**src/rtl/vm_select_ctrl_if.sv**
```systemverilog
// Keypad-to-dispenser selection bus for vm_select_ctrl.
// The master side drives the raw keypad code and control strobes;
// the slave side is the selection controller.
interface vm_select_ctrl_if #(
    parameter int ROW_W = 4,
    parameter int COL_W = 4
);
    logic [ROW_W-1:0] row_in;
    logic [COL_W-1:0] col_in;
    logic             cancel;
    logic             dispense_ack;
    logic [ROW_W-1:0] row_out;
    logic [COL_W-1:0] col_out;
    logic             sel_valid;
    logic             busy;
    logic             err_range;
    logic             timeout;
    logic             done;

    modport master (
        output row_in, col_in, cancel, dispense_ack,
        input  row_out, col_out, sel_valid, busy, err_range, timeout, done
    );

    modport slave (
        input  row_in, col_in, cancel, dispense_ack,
        output row_out, col_out, sel_valid, busy, err_range, timeout, done
    );
endinterface

```
**src/rtl/vm_select_ctrl.sv**
```systemverilog
// Vending-machine selection stage: debounces a keypad row/column code,
// range-checks it against the slot grid and holds the accepted selection
// for the dispenser until ack, cancel or timeout, then waits for key release.
module vm_select_ctrl #(
    parameter int ROW_W       = 4,
    parameter int COL_W       = 4,
    parameter int MAX_ROW     = 8,
    parameter int MAX_COL     = 8,
    parameter int STABLE_CYC  = 4,
    parameter int TIMEOUT_CYC = 255
) (
    input  logic            clk,
    input  logic            reset,
    vm_select_ctrl_if.slave bus
);
    localparam int CNT_W = $clog2(STABLE_CYC + 1);
    localparam int TMR_W = $clog2(TIMEOUT_CYC + 1);

    typedef enum logic [1:0] {
        ST_IDLE     = 2'd0,
        ST_DEBOUNCE = 2'd1,
        ST_HOLD     = 2'd2,
        ST_RELEASE  = 2'd3
    } state_t;

    state_t           state_q, state_d;
    logic [ROW_W-1:0] cand_row_q, cand_row_d;
    logic [COL_W-1:0] cand_col_q, cand_col_d;
    logic [CNT_W-1:0] cnt_q, cnt_d;
    logic [TMR_W-1:0] timer_q, timer_d;
    logic [ROW_W-1:0] row_out_q, row_out_d;
    logic [COL_W-1:0] col_out_q, col_out_d;
    logic             sel_valid_q, sel_valid_d;
    logic             busy_q, busy_d;
    logic             err_range_q, err_range_d;
    logic             timeout_q, timeout_d;
    logic             done_q, done_d;

    logic             key_nonzero_s;
    logic             key_in_range_s;
    logic             key_match_s;
    logic [CNT_W-1:0] cnt_inc_s;
    state_t           start_state_s;
    logic             start_err_s;

    assign key_nonzero_s  = (bus.row_in != '0) && (bus.col_in != '0);
    assign key_in_range_s = (bus.row_in <= ROW_W'(MAX_ROW)) && (bus.col_in <= COL_W'(MAX_COL));
    assign key_match_s    = (bus.row_in == cand_row_q) && (bus.col_in == cand_col_q);
    assign cnt_inc_s      = cnt_q + CNT_W'(1);

    // Fresh-code check shared by IDLE and a code change during DEBOUNCE.
    always_comb begin
        start_state_s = ST_IDLE;
        start_err_s   = 1'b0;
        if (!key_nonzero_s) begin
            start_state_s = ST_IDLE;
        end else if (!key_in_range_s) begin
            start_state_s = ST_RELEASE;
            start_err_s   = 1'b1;
        end else if (STABLE_CYC == 1) begin
            start_state_s = ST_HOLD;
        end else begin
            start_state_s = ST_DEBOUNCE;
        end
    end

    // Next-state and next-output logic for the selection FSM.
    always_comb begin
        state_d     = state_q;
        cand_row_d  = cand_row_q;
        cand_col_d  = cand_col_q;
        cnt_d       = cnt_q;
        timer_d     = timer_q;
        row_out_d   = row_out_q;
        col_out_d   = col_out_q;
        err_range_d = 1'b0;
        timeout_d   = 1'b0;
        done_d      = 1'b0;

        case (state_q)
            ST_IDLE: begin
                // Candidate and counters are loaded unconditionally; they only
                // matter when the start check leaves IDLE.
                state_d     = start_state_s;
                err_range_d = start_err_s;
                cand_row_d  = bus.row_in;
                cand_col_d  = bus.col_in;
                cnt_d       = CNT_W'(1);
                timer_d     = '0;
                if (start_state_s == ST_HOLD) begin
                    row_out_d = bus.row_in;
                    col_out_d = bus.col_in;
                end else begin
                    row_out_d = '0;
                    col_out_d = '0;
                end
            end
            ST_DEBOUNCE: begin
                if (bus.cancel) begin
                    state_d = ST_IDLE;
                end else if (key_match_s) begin
                    if (cnt_inc_s == CNT_W'(STABLE_CYC)) begin
                        state_d   = ST_HOLD;
                        row_out_d = cand_row_q;
                        col_out_d = cand_col_q;
                        timer_d   = '0;
                    end else begin
                        cnt_d = cnt_inc_s;
                    end
                end else if (!key_nonzero_s) begin
                    state_d = ST_IDLE;
                end else begin
                    // A different code restarts the debounce from scratch.
                    state_d     = start_state_s;
                    err_range_d = start_err_s;
                    cand_row_d  = bus.row_in;
                    cand_col_d  = bus.col_in;
                    cnt_d       = CNT_W'(1);
                    timer_d     = '0;
                    if (start_state_s == ST_HOLD) begin
                        row_out_d = bus.row_in;
                        col_out_d = bus.col_in;
                    end else begin
                        row_out_d = '0;
                        col_out_d = '0;
                    end
                end
            end
            ST_HOLD: begin
                if (bus.cancel) begin
                    state_d   = ST_RELEASE;
                    row_out_d = '0;
                    col_out_d = '0;
                end else if (bus.dispense_ack) begin
                    state_d   = ST_RELEASE;
                    done_d    = 1'b1;
                    row_out_d = '0;
                    col_out_d = '0;
                end else if (timer_q == TMR_W'(TIMEOUT_CYC - 1)) begin
                    state_d   = ST_RELEASE;
                    timeout_d = 1'b1;
                    row_out_d = '0;
                    col_out_d = '0;
                end else begin
                    timer_d = timer_q + TMR_W'(1);
                end
            end
            ST_RELEASE: begin
                if ((bus.row_in == '0) && (bus.col_in == '0)) begin
                    state_d = ST_IDLE;
                end else begin
                    state_d = ST_RELEASE;
                end
            end
            default: begin
                state_d   = ST_IDLE;
                row_out_d = '0;
                col_out_d = '0;
            end
        endcase

        sel_valid_d = (state_d == ST_HOLD);
        busy_d      = (state_d != ST_IDLE);
    end

    // State and registered-output flops with asynchronous active-low reset.
    always_ff @(posedge clk or negedge reset) begin
        if (!reset) begin
            state_q     <= ST_IDLE;
            cand_row_q  <= '0;
            cand_col_q  <= '0;
            cnt_q       <= '0;
            timer_q     <= '0;
            row_out_q   <= '0;
            col_out_q   <= '0;
            sel_valid_q <= 1'b0;
            busy_q      <= 1'b0;
            err_range_q <= 1'b0;
            timeout_q   <= 1'b0;
            done_q      <= 1'b0;
        end else begin
            state_q     <= state_d;
            cand_row_q  <= cand_row_d;
            cand_col_q  <= cand_col_d;
            cnt_q       <= cnt_d;
            timer_q     <= timer_d;
            row_out_q   <= row_out_d;
            col_out_q   <= col_out_d;
            sel_valid_q <= sel_valid_d;
            busy_q      <= busy_d;
            err_range_q <= err_range_d;
            timeout_q   <= timeout_d;
            done_q      <= done_d;
        end
    end

    assign bus.row_out   = row_out_q;
    assign bus.col_out   = col_out_q;
    assign bus.sel_valid = sel_valid_q;
    assign bus.busy      = busy_q;
    assign bus.err_range = err_range_q;
    assign bus.timeout   = timeout_q;
    assign bus.done      = done_q;
endmodule

```
**src/flat_wrapper.sv**
```systemverilog
// flat-port wrapper written by rule: the top's interface ports become plain ports
module vm_select_ctrl_flat 
#(
    parameter int ROW_W       = 4,
    parameter int COL_W       = 4,
    parameter int MAX_ROW     = 8,
    parameter int MAX_COL     = 8,
    parameter int STABLE_CYC  = 4,
    parameter int TIMEOUT_CYC = 255
)
  (clk, reset, bus_row_in, bus_col_in, bus_cancel, bus_dispense_ack, bus_row_out, bus_col_out, bus_sel_valid, bus_busy, bus_err_range, bus_timeout, bus_done);
  vm_select_ctrl_if #(.ROW_W(ROW_W), .COL_W(COL_W)) bus_i ();
  input  logic clk;
  input  logic reset;
  input wire logic [$bits(bus_i.row_in)-1:0] bus_row_in;
  input wire logic [$bits(bus_i.col_in)-1:0] bus_col_in;
  input wire logic [$bits(bus_i.cancel)-1:0] bus_cancel;
  input wire logic [$bits(bus_i.dispense_ack)-1:0] bus_dispense_ack;
  output wire logic [$bits(bus_i.row_out)-1:0] bus_row_out;
  output wire logic [$bits(bus_i.col_out)-1:0] bus_col_out;
  output wire logic [$bits(bus_i.sel_valid)-1:0] bus_sel_valid;
  output wire logic [$bits(bus_i.busy)-1:0] bus_busy;
  output wire logic [$bits(bus_i.err_range)-1:0] bus_err_range;
  output wire logic [$bits(bus_i.timeout)-1:0] bus_timeout;
  output wire logic [$bits(bus_i.done)-1:0] bus_done;
  assign bus_i.row_in = bus_row_in;
  assign bus_i.col_in = bus_col_in;
  assign bus_i.cancel = bus_cancel;
  assign bus_i.dispense_ack = bus_dispense_ack;
  assign bus_row_out = bus_i.row_out;
  assign bus_col_out = bus_i.col_out;
  assign bus_sel_valid = bus_i.sel_valid;
  assign bus_busy = bus_i.busy;
  assign bus_err_range = bus_i.err_range;
  assign bus_timeout = bus_i.timeout;
  assign bus_done = bus_i.done;
  vm_select_ctrl #(.ROW_W(ROW_W), .COL_W(COL_W), .MAX_ROW(MAX_ROW), .MAX_COL(MAX_COL), .STABLE_CYC(STABLE_CYC), .TIMEOUT_CYC(TIMEOUT_CYC)) u_core (.clk(clk), .reset(reset), .bus(bus_i));
endmodule
```
**config.mk**
```make
export PLATFORM = sky130hd
export DESIGN_NAME = vm_select_ctrl_flat
export DESIGN_NICKNAME = d
export VERILOG_FILES = /design/src/rtl/vm_select_ctrl_if.sv /design/src/rtl/vm_select_ctrl.sv /design/src/flat_wrapper.sv
export SDC_FILE = /design/constraint.sdc
export NUM_CORES = 1
export LEC_CHECK = 0
export BUFFER_PORTS_ARGS = -buffer_cell sky130_fd_sc_hd__buf_2
export CAP_MARGIN = 10
export CORE_ASPECT_RATIO = 1.25
export CORE_MARGIN = 2
export CORE_UTILIZATION = 55
export DETAILED_ROUTE_END_ITERATION = 8
export PLACE_DENSITY_LB_ADDON = 0.1
export SLEW_MARGIN = 40
export SYNTH_ARGS = -nofsm -noshare
export SYNTH_HDL_FRONTEND = slang
export SYNTH_SLANG_ARGS = --single-unit
```
**constraint.sdc**
```tcl
create_clock -name clk -period 5.7 [get_ports clk]
set_input_delay 0 -clock clk [delete_from_list [all_inputs] [get_ports clk]]
set_output_delay 0 -clock clk [all_outputs]
set_load 0.05 [all_outputs]
```
**After elaboration in Yosys (flattened, before gate mapping)**

Cells that the tools add are included.
W data, S select, Z words.

- Add/subtract/negate cells: 2
- $lt $le $gt $ge: 2
- Equality and inequality tests: 19
- Multiplexer cells: 60
- Reductions and logical operators: 16

Operators by type and width:

| cell | count |
|---|---|
| $mux W4 | 19 |
| $mux W8 | 7 |
| $pmux W4 S3 | 2 |
| $pmux W8 S3 | 1 |
| $mux W2 | 10 |
| $pmux W4 S2 | 2 |
| $mux W1 | 12 |
| $mux W3 | 4 |
| $ne A2 B2 Y1 const B | 5 |
| $add A8 B1 Y8 const B | 1 |
| $eq A2 B2 Y1 const B | 4 |
| $eq A4 B4 Y1 | 2 |
| $eq A8 B8 Y1 const B | 1 |
| $le A4 B4 Y1 const B | 2 |
| $logic_not A4 Y1 | 2 |
| $pmux W2 S4 | 1 |
| $reduce_and A4 Y1 | 2 |
| $reduce_bool A4 Y1 | 2 |
| $reduce_and A7 Y1 | 1 |
| $ne A3 B3 Y1 const B | 2 |
| $pmux W3 S2 | 1 |
| $reduce_and A5 Y1 | 1 |
| $logic_and A1 B1 Y1 | 4 |
| $ne A4 B3 Y1 const B | 1 |
| other kinds (9) | 10 |

- Flip-flop bits (word level): 34
- Logic and storage cells: 111

**Longest topological paths before layout**

- Depth in word-level cells: 10
- Mapped depth: 9
- Depth with buffers taken out: 8

**Worst setup path before layout**

No wires, ideal clock.

- Kind: register -> register
- Start point: register u_core.state_q[0]
- End point: register u_core.timer_q[7]
- Setup time: 0.131 ns
- Arrival time: 1.837 ns
- Data required time: 5.569 ns
- Setup slack: 3.732 ns
- Stages on the path, launching flop included: 9
- Period minus slack after synthesis: 1.968 ns
- Path through: dfrtp_1 > inv_1 > ha_1 > nand3_1 > o31ai_1 > nor2_1 > o2111ai_1 > xor2_1 > nor2_1

- Longest elaborated chain between the ends: 3

RTL lines:

| what | line | RTL |
|---|---|---|
| start, declared | vm_select_ctrl.sv:26 | `state_t state_q, state_d;` |
| start signal, assigned | vm_select_ctrl.sv:182 | `state_q <= state_d;` |
| $eq A2 B1 Y1 (tied with other cells) | vm_select_ctrl.sv:80 | `case (state_q)` |
| $ne A3 B1 Y1 (no line) (tied with other cells) | - |  |
| $reduce_and A7 Y1 (no line) | - |  |
| end signal, assigned | vm_select_ctrl.sv:186 | `timer_q <= timer_d;` |
| end, declared | vm_select_ctrl.sv:30 | `logic [TMR_W-1:0] timer_q, timer_d;` |

Several ways; a longest one is shown, not always the timed one.
A chain may end at the register's enable or synchronous reset.

**Final worst setup path**

Same ends and word-level chain as after synthesis.

==> impl_results.rst <==
.. list-table::
   :header-rows: 1

   * - Metric
     - Value
   * - Crit. End Element
     - flop
   * - Cell area after layout
     - 0.00216 mm^2
   * - RSZ-0062 raised after global routing
     - no
   * - Number of filler cells placed in the layout
     - 260
   * - Post-Syn Area
     - between 0.0015 and 0.002 mm^2
   * - Leakage power
     - ~0.97 nW
   * - Initial DRC count
     - 25
   * - Detail Placement HPWL
     - 2700 um
   * - P&R area growth vs syn
     - 16.1%
   * - Weighted congestion reported at the end of routability-driven placement
     - approximately 0.85
   * - Setup-failing EPs final
     - 0
   * - Worst setup path startpoint
     - u_core.state_q[0]
   * - Wire length after detailed routing
     - 3640 um
   * - Cell at the root of the clock tree
     - sky130_fd_sc_hd__clkbuf_8
   * - Largest fanout on the critical path
     - 9
   * - Maximum Capacitance Violations
     - 0
   * - Avg Cell Area, Syn
     - approximately 10 um^2
   * - Capture point of the worst reg-to-reg path
     - u_core.timer_q[7]
   * - Count of endpoints failing hold in the final timing report
     - 0
   * - Crit path DAT
     - roughly 2.4 ns
   * - Ratio of cells with drive above 1 in the final layout
     - 21.2%
   * - Register-to-register path setup slack
     - 3.47 ns
   * - CTS sink count
     - 34
   * - Worst flop-to-flop path startpoint
     - u_core.state_q[0]
   * - Peak supply drop
     - between 0.0002 and 0.0003 V
   * - Post-layout minimum cycle time
     - around 2.2 ns
   * - Overall global routing resource usage
     - about 20%
   * - Number of distinct library cell variants in the gate-level netlist after synthesis
     - 45
   * - Startpoint kind of the worst setup timing path
     - flop
   * - Tot Pwr
     - 0.000891 W
   * - Worst Max-Slew Pin Slew
     - about 0.80 ns
   * - Grt total ovfl
     - 0
   * - Detailed Routing Iterations Pass 1
     - 4
   * - Port Buffers
     - 24
   * - TritonCTS clock tree
     - done
   * - Horizontal die dimension
     - between 50 and 60 um
   * - Post-route setup TNS
     - 0 ns
   * - Starting utilization of the core area
     - 57.7%
   * - Type of the setup path with the least slack
     - reg2reg
   * - Final-layout worst hold slack
     - ~0.0065 ns
   * - Synthesis-stage register bit count
     - 34
   * - Mean number of vias per cell
     - between 5 and 6
   * - IO Pins
     - 25
   * - Required time reported for the critical path endpoint
     - ~6 ns
   * - Core area
     - 0.00322 mm^2
   * - Max Clk Rate
     - 449 MHz
   * - Endpoint of the worst setup timing path
     - u_core.timer_q[7]
   * - Insertion delay of the later-clocked pin in the worst-skew pair
     - ~0.28 ns
   * - Number of H-tree levels
     - 2
   * - Clock skew
     - ~0.0095 ns
   * - Primary flip-flop cell chosen by synthesis mapping
     - sky130_fd_sc_hd__dfrtp_1
   * - Slew Limit Headroom
     - 46.2%
   * - Count of cells along the worst register-to-register path
     - 8
   * - Clock slew at the register clock pins of the worst setup and hold paths
     - roughly 0.070 ns
   * - Number of enable flip-flop cells after synthesis
     - 0
   * - Tightest Hold Check Type
     - in2reg
   * - Post-route fraction of the period consumed by the critical path
     - 39.1%
   * - Mapped Nets
     - a little over 200
   * - Standard cell area after detailed placement
     - 0.00200 mm^2
   * - Via count
     - between 1000 and 1500
   * - Number of antenna violations at the first check in global routing
     - 0
   * - Post-synth ARST share
     - between 90% and 100%
   * - Row count
     - 23
   * - Detailed-route DRC error count
     - 0
   * - Detail-routed net length per standard cell
     - around 14 um
   * - Max-slew violations
     - 0
   * - Maximum number of pins on one net before global-route repair
     - 35
   * - Cell Pwr Density
     - 412 mW/mm^2
   * - Antenna diode count
     - 0
   * - Sequential cell area fraction in the yosys report
     - 45.7%
   * - Wire length of the first global-routing pass
     - just over 6000 um
   * - Number of instances in the synthesized netlist
     - around 180
   * - Height of the die
     - about 69 um
   * - Number of routed nets with antenna violations
     - 0
   * - Instance count after placement with tap cells included
     - 240
   * - Net count of the finished layout
     - between 200 and 250
   * - Total Die Area
     - slightly below 0.004 mm^2
   * - Run status
     - completed
   * - Final Non-Filler Cells
     - roughly 250
   * - Number of warnings printed during yosys synthesis
     - 0
   * - Number of CTS-inserted buffers
     - 5
   * - Number of global-route vias before repair
     - 1444
   * - Clock Tree Buf Depth
     - 2
cells in the mapped netlist, types with 3 or more instances:
cell	count	area share [%]
sky130_fd_sc_hd__a21oi_1	7	1.9
sky130_fd_sc_hd__and2_1	3	1.0
sky130_fd_sc_hd__dfrtp_1	34	46
sky130_fd_sc_hd__ha_1	8	5.4
sky130_fd_sc_hd__inv_1	6	1.2
sky130_fd_sc_hd__mux2_2	7	4.2
sky130_fd_sc_hd__nand2_1	24	4.8
sky130_fd_sc_hd__nand2b_1	4	1.3
sky130_fd_sc_hd__nand3_1	5	1.3
sky130_fd_sc_hd__nand4_1	3	1.0
sky130_fd_sc_hd__nor2_1	11	2.2
sky130_fd_sc_hd__nor3_1	3	0.81
sky130_fd_sc_hd__o21ai_0	18	4.8
sky130_fd_sc_hd__xnor2_1	9	4.2
sky130_fd_sc_hd__xor2_1	5	2.4
metrics by stage:
stage / util, % / setup slack (ns)
floorplan: - / 3.73
global placement: 62.1 / 3.55
detailed placement: 62.1 / 3.45
CTS: 66.8 / 3.37
global route: 67.0 / 3.20
finish: 67.0 / 3.47
layout make-up:
type	instances	area (um^2)	share of cell area (%)
tap	37	46.3	2.14
inverter	6	22.5	1.04
clock inverter	1	5.00	0.232
multi-input combinational	139	966	44.7
clock buffer	7	86.3	4.00
sequential	34	851	39.4
timing repair buffer	30	183	8.46
layout by cell type, fill, tap and decap left out, types with 2 or more instances in the layout:
cell type	count
sky130_fd_sc_hd__xor2_1	5
sky130_fd_sc_hd__and2_1	3
sky130_fd_sc_hd__xnor2_1	9
sky130_fd_sc_hd__a22o_1	2
sky130_fd_sc_hd__ha_1	8
sky130_fd_sc_hd__mux2_2	7
sky130_fd_sc_hd__a21oi_1	7
sky130_fd_sc_hd__dfrtp_1	34
sky130_fd_sc_hd__nand3_1	5
sky130_fd_sc_hd__nand4_1	3
sky130_fd_sc_hd__nor2b_1	2
sky130_fd_sc_hd__dlygate4sd3_1	6
sky130_fd_sc_hd__nand2b_1	4
sky130_fd_sc_hd__or3_4	2
sky130_fd_sc_hd__and3_1	2
sky130_fd_sc_hd__nand2_1	24
sky130_fd_sc_hd__buf_2	23
sky130_fd_sc_hd__a21o_1	2
sky130_fd_sc_hd__o21ai_0	18
sky130_fd_sc_hd__clkbuf_8	6
sky130_fd_sc_hd__inv_1	6
sky130_fd_sc_hd__nor3_1	3
sky130_fd_sc_hd__nor2_1	11
logic make-up (layout without fill, tap and decap cells):
family	after synthesis	in the layout	share of synthesized area [%]
AO/OA/AOI/OAI	44	44	17.0
XOR/XNOR	14	14	6.59
adder cells (fa/ha/maj)	9	9	5.92
buffers and inverters	10	44	2.56
flip-flops	34	34	45.7
multiplexers	9	9	5.38
AND/OR/NAND/NOR	63	63	16.8
routing by layer:
metal  track usage [%]  vias up  wire, um
met5                 0        -         0
met4              8.47        0        61
met3              4.50        8       135
met2              35.6       32      1890
met1              22.8      661      1560
li1                  -      703         -
state kept, by name, summed over array words and instances (netlist names):
register	count
u_core.bus.sel_valid	1
u_core.cand_row_q	4
u_core.bus.row_out	4
u_core.state_q	2
u_core.bus.busy	1
u_core.bus.timeout	1
u_core.timer_q	8
u_core.bus.err_range	1
u_core.cand_col_q	4
u_core.cnt_q	3
u_core.bus.done	1
u_core.bus.col_out	4
worst min path at each step:
stage                   from                    to  slack, ns  cells after the start
6_report       bus_col_in[0]  u_core.cand_col_q[0]      0.006                      2
5_1_grt        bus_col_in[0]  u_core.cand_col_q[0]       0.01                      2
4_1_cts        bus_col_in[0]  u_core.cand_col_q[0]      0.001                      2
3_5_place_dp           reset     u_core.timer_q[0]       0.11                      1
3_3_place_gp           reset     u_core.timer_q[7]        0.1                      1
2_1_floorplan          reset       u_core.bus.busy      -0.30                      0
power breakdown:
group          internal, W  switching (W)
logic             0.000146       0.000226
clock network    0.0000974      0.0000827
registers         0.000293      0.0000455
critical path: stages, from the launching register on:
cell and delay (ns):
sky130_fd_sc_hd__dfrtp_1 0.42, sky130_fd_sc_hd__inv_1 0.10, sky130_fd_sc_hd__ha_1 0.29, sky130_fd_sc_hd__nand3_1 0.11, sky130_fd_sc_hd__o31ai_1 0.66, sky130_fd_sc_hd__nor2_1 0.14
sky130_fd_sc_hd__o2111ai_1 0.16, sky130_fd_sc_hd__xor2_1 0.17, sky130_fd_sc_hd__nor2_1 0.05
what timing repair did:
action	4_1_cts	5_1_grt
hold buffers	6	0
setup buffers	0	0
gates resized for setup	0	0
setup endpoints to repair	0	0
hold endpoints to repair	39	0
No activity file was read; power rests on OpenSTA's default activity.
